--- src/rtl/ysyx_22050039_lsu_if.sv ---
// Signal bundle between the LSU, the execute/writeback stages and the data-memory bus.
// Handshake rule for every channel (in_*, out_*, mem_req_*, mem_resp_*): a transfer happens on the
// rising edge where valid && ready; the source holds valid and payload stable until then, and ready
// never depends combinationally on valid. mem_resp has no ready: the LSU always sinks it in WAIT.
`timescale 1ns/1ps
interface ysyx_22050039_lsu_if #(
  parameter int XLEN   = 64,
  parameter int REG_AW = 5
);
  logic              in_valid;
  logic              in_ready;
  logic [3:0]        in_op;
  logic [XLEN-1:0]   in_addr;
  logic [XLEN-1:0]   in_wdata;
  logic [REG_AW-1:0] in_rd;

  logic              out_valid;
  logic              out_ready;
  logic [XLEN-1:0]   out_rdata;
  logic [REG_AW-1:0] out_rd;
  logic              out_err;

  logic              mem_req_valid;
  logic              mem_req_ready;
  logic              mem_req_we;
  logic [XLEN-1:0]   mem_req_addr;
  logic [XLEN-1:0]   mem_req_wdata;
  logic [7:0]        mem_req_wmask;
  logic              mem_resp_valid;
  logic [XLEN-1:0]   mem_resp_rdata;

  // The LSU side.
  modport slave (
    input  in_valid, in_op, in_addr, in_wdata, in_rd,
    output in_ready,
    output out_valid, out_rdata, out_rd, out_err,
    input  out_ready,
    output mem_req_valid, mem_req_we, mem_req_addr, mem_req_wdata, mem_req_wmask,
    input  mem_req_ready,
    input  mem_resp_valid, mem_resp_rdata
  );

  // The pipeline and memory side.
  modport master (
    output in_valid, in_op, in_addr, in_wdata, in_rd,
    input  in_ready,
    input  out_valid, out_rdata, out_rd, out_err,
    output out_ready,
    input  mem_req_valid, mem_req_we, mem_req_addr, mem_req_wdata, mem_req_wmask,
    output mem_req_ready,
    output mem_resp_valid, mem_resp_rdata
  );
endinterface

--- src/rtl/ysyx_22050039_lsu.sv ---
// Load/store unit: one op in flight, aligns stores onto 8-byte bus lanes and extends load data.
// State is exposed on dbg_state (0 IDLE, 1 REQ, 2 WAIT, 3 DONE).
`timescale 1ns/1ps
module ysyx_22050039_lsu #(
  parameter int XLEN   = 64,
  parameter int REG_AW = 5
) (
  input  logic                clk,
  input  logic                rst,
  ysyx_22050039_lsu_if.slave  bus,
  output logic [1:0]          dbg_state
);

  typedef enum logic [1:0] {
    S_IDLE = 2'd0,
    S_REQ  = 2'd1,
    S_WAIT = 2'd2,
    S_DONE = 2'd3
  } state_e;

  state_e state, state_next;

  logic              req_we_q;
  logic [XLEN-1:0]   req_addr_q;
  logic [XLEN-1:0]   req_wdata_q;
  logic [7:0]        req_wmask_q;
  logic [XLEN-1:0]   out_rdata_q;
  logic [REG_AW-1:0] out_rd_q;
  logic              out_err_q;
  logic [2:0]        off_q;
  logic [1:0]        size_q;
  logic              uns_q;

  logic              misaligned;
  logic [7:0]        size_mask;
  logic [XLEN-1:0]   shifted;
  logic [XLEN-1:0]   load_ext;

  always_comb begin
    misaligned = 1'b0;
    size_mask  = 8'h01;
    case (bus.in_op[1:0])
      2'd0: begin misaligned = 1'b0;                      size_mask = 8'h01; end
      2'd1: begin misaligned = bus.in_addr[0];            size_mask = 8'h03; end
      2'd2: begin misaligned = |bus.in_addr[1:0];         size_mask = 8'h0f; end
      default: begin misaligned = |bus.in_addr[2:0];      size_mask = 8'hff; end
    endcase
  end

  // Bring the addressed bytes down to bit 0, then sign/zero extend by size.
  always_comb begin
    shifted  = bus.mem_resp_rdata >> {off_q, 3'b000};
    load_ext = shifted;
    case (size_q)
      2'd0: load_ext = {{(XLEN-8){shifted[7] & ~uns_q}}, shifted[7:0]};
      2'd1: load_ext = {{(XLEN-16){shifted[15] & ~uns_q}}, shifted[15:0]};
      2'd2: load_ext = {{(XLEN-32){shifted[31] & ~uns_q}}, shifted[31:0]};
      default: load_ext = shifted;
    endcase
  end

  always_ff @(posedge clk or posedge rst) begin
    if (rst) state <= S_IDLE;
    else     state <= state_next;
  end

  always_comb begin
    state_next        = state;
    bus.in_ready      = 1'b0;
    bus.out_valid     = 1'b0;
    bus.mem_req_valid = 1'b0;
    case (state)
      S_IDLE: begin
        bus.in_ready = 1'b1;
        if (bus.in_valid) state_next = misaligned ? S_DONE : S_REQ;
      end
      S_REQ: begin
        bus.mem_req_valid = 1'b1;
        if (bus.mem_req_ready) state_next = req_we_q ? S_DONE : S_WAIT;
      end
      S_WAIT: begin
        if (bus.mem_resp_valid) state_next = S_DONE;
      end
      default: begin
        bus.out_valid = 1'b1;
        if (bus.out_ready) state_next = S_IDLE;
      end
    endcase
  end

  // Request fields are captured at accept so they stay frozen for the whole REQ stall.
  always_ff @(posedge clk or posedge rst) begin
    if (rst) begin
      req_we_q    <= 1'b0;
      req_addr_q  <= '0;
      req_wdata_q <= '0;
      req_wmask_q <= 8'h00;
      out_rdata_q <= '0;
      out_rd_q    <= '0;
      out_err_q   <= 1'b0;
      off_q       <= 3'd0;
      size_q      <= 2'd0;
      uns_q       <= 1'b0;
    end else begin
      case (state)
        S_IDLE: begin
          if (bus.in_valid) begin
            req_we_q    <= bus.in_op[3];
            req_addr_q  <= {bus.in_addr[XLEN-1:3], 3'b000};
            req_wdata_q <= bus.in_wdata << {bus.in_addr[2:0], 3'b000};
            req_wmask_q <= bus.in_op[3] ? (size_mask << bus.in_addr[2:0]) : 8'h00;
            out_rdata_q <= '0;
            out_rd_q    <= bus.in_op[3] ? '0 : bus.in_rd;
            out_err_q   <= misaligned;
            off_q       <= bus.in_addr[2:0];
            size_q      <= bus.in_op[1:0];
            uns_q       <= bus.in_op[2] & ~bus.in_op[3];
          end
        end
        S_WAIT: begin
          if (bus.mem_resp_valid) out_rdata_q <= load_ext;
        end
        default: ;
      endcase
    end
  end

  assign bus.mem_req_we    = req_we_q;
  assign bus.mem_req_addr  = req_addr_q;
  assign bus.mem_req_wdata = req_wdata_q;
  assign bus.mem_req_wmask = req_wmask_q;
  assign bus.out_rdata     = out_rdata_q;
  assign bus.out_rd        = out_rd_q;
  assign bus.out_err       = out_err_q;
  assign dbg_state         = state;

endmodule

--- src/flat_wrapper.sv ---
// flat-port wrapper written by rule: the top's interface ports become plain ports
module ysyx_22050039_lsu_flat 
#(
  parameter int XLEN   = 64,
  parameter int REG_AW = 5
)
  (clk, rst, dbg_state, bus_in_valid, bus_in_op, bus_in_addr, bus_in_wdata, bus_in_rd, bus_in_ready, bus_out_valid, bus_out_rdata, bus_out_rd, bus_out_err, bus_out_ready, bus_mem_req_valid, bus_mem_req_we, bus_mem_req_addr, bus_mem_req_wdata, bus_mem_req_wmask, bus_mem_req_ready, bus_mem_resp_valid, bus_mem_resp_rdata);
  ysyx_22050039_lsu_if #(.XLEN(XLEN), .REG_AW(REG_AW)) bus_i ();
  input  logic clk;
  input  logic rst;
  output logic [1:0] dbg_state;
  input wire logic [$bits(bus_i.in_valid)-1:0] bus_in_valid;
  input wire logic [$bits(bus_i.in_op)-1:0] bus_in_op;
  input wire logic [$bits(bus_i.in_addr)-1:0] bus_in_addr;
  input wire logic [$bits(bus_i.in_wdata)-1:0] bus_in_wdata;
  input wire logic [$bits(bus_i.in_rd)-1:0] bus_in_rd;
  output wire logic [$bits(bus_i.in_ready)-1:0] bus_in_ready;
  output wire logic [$bits(bus_i.out_valid)-1:0] bus_out_valid;
  output wire logic [$bits(bus_i.out_rdata)-1:0] bus_out_rdata;
  output wire logic [$bits(bus_i.out_rd)-1:0] bus_out_rd;
  output wire logic [$bits(bus_i.out_err)-1:0] bus_out_err;
  input wire logic [$bits(bus_i.out_ready)-1:0] bus_out_ready;
  output wire logic [$bits(bus_i.mem_req_valid)-1:0] bus_mem_req_valid;
  output wire logic [$bits(bus_i.mem_req_we)-1:0] bus_mem_req_we;
  output wire logic [$bits(bus_i.mem_req_addr)-1:0] bus_mem_req_addr;
  output wire logic [$bits(bus_i.mem_req_wdata)-1:0] bus_mem_req_wdata;
  output wire logic [$bits(bus_i.mem_req_wmask)-1:0] bus_mem_req_wmask;
  input wire logic [$bits(bus_i.mem_req_ready)-1:0] bus_mem_req_ready;
  input wire logic [$bits(bus_i.mem_resp_valid)-1:0] bus_mem_resp_valid;
  input wire logic [$bits(bus_i.mem_resp_rdata)-1:0] bus_mem_resp_rdata;
  assign bus_i.in_valid = bus_in_valid;
  assign bus_i.in_op = bus_in_op;
  assign bus_i.in_addr = bus_in_addr;
  assign bus_i.in_wdata = bus_in_wdata;
  assign bus_i.in_rd = bus_in_rd;
  assign bus_in_ready = bus_i.in_ready;
  assign bus_out_valid = bus_i.out_valid;
  assign bus_out_rdata = bus_i.out_rdata;
  assign bus_out_rd = bus_i.out_rd;
  assign bus_out_err = bus_i.out_err;
  assign bus_i.out_ready = bus_out_ready;
  assign bus_mem_req_valid = bus_i.mem_req_valid;
  assign bus_mem_req_we = bus_i.mem_req_we;
  assign bus_mem_req_addr = bus_i.mem_req_addr;
  assign bus_mem_req_wdata = bus_i.mem_req_wdata;
  assign bus_mem_req_wmask = bus_i.mem_req_wmask;
  assign bus_i.mem_req_ready = bus_mem_req_ready;
  assign bus_i.mem_resp_valid = bus_mem_resp_valid;
  assign bus_i.mem_resp_rdata = bus_mem_resp_rdata;
  ysyx_22050039_lsu #(.XLEN(XLEN), .REG_AW(REG_AW)) u_core (.clk(clk), .rst(rst), .bus(bus_i), .dbg_state(dbg_state));
endmodule
--- config.mk ---
export PLATFORM = sky130hd
export DESIGN_NAME = ysyx_22050039_lsu_flat
export DESIGN_NICKNAME = d
export VERILOG_FILES = /design/src/rtl/ysyx_22050039_lsu_if.sv /design/src/rtl/ysyx_22050039_lsu.sv /design/src/flat_wrapper.sv
export SDC_FILE = /design/constraint.sdc
export NUM_CORES = 1
export LEC_CHECK = 0
export CAP_MARGIN = 20
export CORE_ASPECT_RATIO = 1.4
export CORE_MARGIN = 5
export CORE_UTILIZATION = 46
export CTS_CLUSTER_SIZE = 30
export DETAILED_ROUTE_END_ITERATION = 7
export GPL_TIMING_DRIVEN = 1
export PLACE_DENSITY = 0.87
export SLEW_MARGIN = 20
export SYNTH_ARGS = -nofsm -noshare
export SYNTH_HDL_FRONTEND = slang
export SYNTH_SLANG_ARGS = --single-unit
--- constraint.sdc ---
create_clock -name clk -period 7.85 [get_ports clk]
set_input_delay 1.1775 -clock clk [delete_from_list [all_inputs] [get_ports clk]]
set_output_delay 1.1775 -clock clk [all_outputs]
set_load 0.03 [all_outputs]
==> flow_summary_export.csv <==
group,metric,value,unit
layout,num-fill-cells,1870,
layout,final_cells,1773,
routing,met1_length,14400,um
sta,fin_tns_setup,0,ns
yosys,yosysWarnings,0,
routing,drc,0,
yosys,async_flop_share,100,%
setup_path,critical_path.endpoint_type,"primary output",
cts,root_buffer,"clkbuf_16",
outcome,status,"complete, no violations",
routing,ant_nets,0,
routing,drt_pre_antenna_iters,5,
floorplanning,core_area,24700,um^2
flow_run,max_cap_violations,0,
global_routing,grt_antenna_before_repair,2,
yosys,synth_cell_types,52,
setup_path,crit_required,6.67,ns
yosys,synth_area_per_cell,10.6,um^2
power,p_per_area,416,nW/um^2
cts,htreeDepth,1,
cts,ctsResizeCount,0,
cts,holdBufCountCts,0,
yosys,ys_ff_latch,212,
yosys,seq_area_frac_synth,46.1,%
floorplanning,die_x,144,um
sta,fmaxAchievable,293,MHz
sta,tightest_slew,0.937,ns
sta,worst_slack,4.44,ns
routing,via_per_inst,5.83,
hold_path,min_path_type,"reg -> reg",
routing,route.met3.wl,3500,um
floorplanning,die_area,28300,um^2
yosys,synth_top_area_cell,"dfrtp_1",
cts,clk_latency,0.53,ns
floorplanning,initial_utilization,46.6,%
layout,area_growth_syn_to_layout,43.9,%
placement,port_buffers,415,
global_routing,overflow,0,
setup_path,cp.arrival,2.24,ns
cts,cts_sinks,212,
sta,fin_skew,0.0126,ns
routing,vias,10300,
power,static-leakage-power,0.00690,uW
floorplanning,num_io_pins,419,
placement,place_congestion,0.972,
setup_path,crit_type,"reg -> out",
cts,cts_buffers,24,
layout,drive_gt1_share,13.0,%
sta,rsz0062_at_grt,"no",
global_routing,grt_pass1_vias,10600,
cts,cts_setup_buffers,0,
cts,cts.clk_slew.worst_paths,0.06,ns
yosys,netlist_top_cells_count,"dfrtp_1, nand2_1, o21ai_0",
cts,cts_buffer_depth,3,
sta,finalCritPeriodShare,43.5,%
sta,hold_viol_final,0,
yosys,synth_most_common_cell,"dfrtp_1",
global_routing,grt_max_degree,125,
setup_path,start_kind,"flip-flop",
yosys,syn_inst,1082,
layout,nNetsFinal,1650,
power,irDropWorstVdd,0.000279,V
floorplanning,die_h,197,um
global_routing,grt_first_pass_wirelength,62200,um
floorplanning,rows,68,
routing,totalWireLength,41200,um
routing,wire_per_inst,23.2,um
routing,route.met2.wl,21100,um
sta,maxSlewViolCount,0,
cts,cts_tree,"yes",
yosys,synth_enable_flop_cells,0,
placement,post-place-ws,4.10,ns
routing,drt_iter0_drc,832,
sta,setup-violations-final,0,
yosys,syn_area,11500,um^2
sta,relSlewSlack,37.6,%
sta,post-route-min-period,3.41,ns
yosys,synth_area_leaders,"dfrtp_1, mux2_2, mux2i_1",
yosys,synth-main-ff-cell,"dfrtp_1",
routing,top_layer,"met4",
setup_path,critPathMaxFanout,9,
yosys,yosys.area.top_type_share,46.1,%
placement,place_inst,1728,
placement,hpwl,31000,um
global_routing,grt_use_total,28.1,%
through the flow:
| stage | area (um^2) | hold slack, ns | total power, uW | util (%) |
|---|---|---|---|---|
| finish | 16500 | 0.478 | 6880 | 67.1 |
| global route | 16500 | 0.502 | 7220 | 67.1 |
| CTS | 16500 | 0.482 | 6910 | 67.0 |
| detailed placement | 15700 | 0.469 | 5740 | 63.7 |
| global placement | 15700 | 0.460 | 5650 | 63.7 |
| floorplan | 11500 | 0.531 | 4280 | - |
power breakdown:
part           switching, uW  internal [uW]  total [uW]
registers                301           1540        1840
clock network            462            678        1140
logic                   2310           1580        3900
flip-flops by register name (all words and copies together) (netlist names):
name                      flops
u_core.bus.mem_req_we         1
u_core.bus.mem_req_wdata     64
u_core.off_q                  3
u_core.bus.out_rdata         64
u_core.dbg_state              2
u_core.bus.mem_req_addr      61
u_core.bus.out_rd             5
u_core.bus.out_err            1
u_core.size_q                 2
u_core.bus.mem_req_wmask      8
u_core.uns_q                  1
cells in the final DEF (no fill, tap or decap), types with 3 or more instances in the layout:
cell type	instances
a31oi_1	7
o31ai_4	10
a22oi_1	17
dfrtp_1	210
inv_1	6
nand2_1	157
a211oi_1	18
a32o_1	7
or2_2	3
and2_1	5
nor2_1	16
a221o_1	7
clkdlybuf4s50_1	412
a22o_1	27
o22a_1	9
a211o_1	7
buf_4	13
mux2i_1	83
o22ai_1	9
ha_1	4
clkbuf_1	3
nor2b_1	28
a2bb2oi_1	14
o21ai_0	131
mux2_2	81
clkinv_2	5
o21ai_1	13
conb_1	3
a21oi_1	39
clkbuf_8	9
clkbuf_16	24
o31ai_2	3
nand2b_1	19
mux4_2	24
o31ai_1	4
worst max-delay path: stages (launching register included):
cell             delay, ns
dfrtp_1               0.42
inv_1                 0.11
ha_1                  0.40
clkdlybuf4s50_1       0.78
area by class of cell:
type | instances | area (um^2) | area share (%)
antenna | 2 | 5.00 | 0.0302
sequential | 212 | 5310 | 32.1
clock inverter | 7 | 71.3 | 0.431
inverter | 7 | 33.8 | 0.204
timing repair buffer | 428 | 4240 | 25.6
multi-input combinational | 766 | 5760 | 34.8
tap | 315 | 394 | 2.38
clock buffer | 36 | 736 | 4.45
routing by layer:
metal	vias to the layer above	global-route usage, %
met2	529	49.2
met3	109	6.49
met5	-	0
met4	0	12.8
li1	4658	-
met1	5042	32.5
cell families after synthesis:
kind of cell | Yosys count | share of synthesized area [%]
buffers and inverters | 106 | 4.10
DFF | 212 | 46.1
other | 1 | 0.0326
AOI/OAI and AO/OA | 333 | 20.1
and+or+nand+nor | 238 | 9.30
adders and majority gates | 4 | 0.435
muxes | 188 | 19.9
final timing paths:
path	start	endpoint	slack [ns]	depth (start not counted)
worst max-delay path	u_core.dbg_state[1]	bus_in_ready	4.44	3
worst min-delay path	u_core.bus.out_rdata[62]	u_core.bus.out_rdata[62]	0.48	2
worst max register to register	u_core.dbg_state[1]	u_core.bus.mem_req_wdata[7]	4.89	7
worst min register to register	u_core.bus.out_rdata[62]	u_core.bus.out_rdata[62]	0.48	2
max in group asynchronous	rst	u_core.off_q[2]	5.16	3
min in group asynchronous	rst	u_core.bus.mem_req_addr[13]	1.21	2
Note: power is estimated with default switching activity, not from simulation.
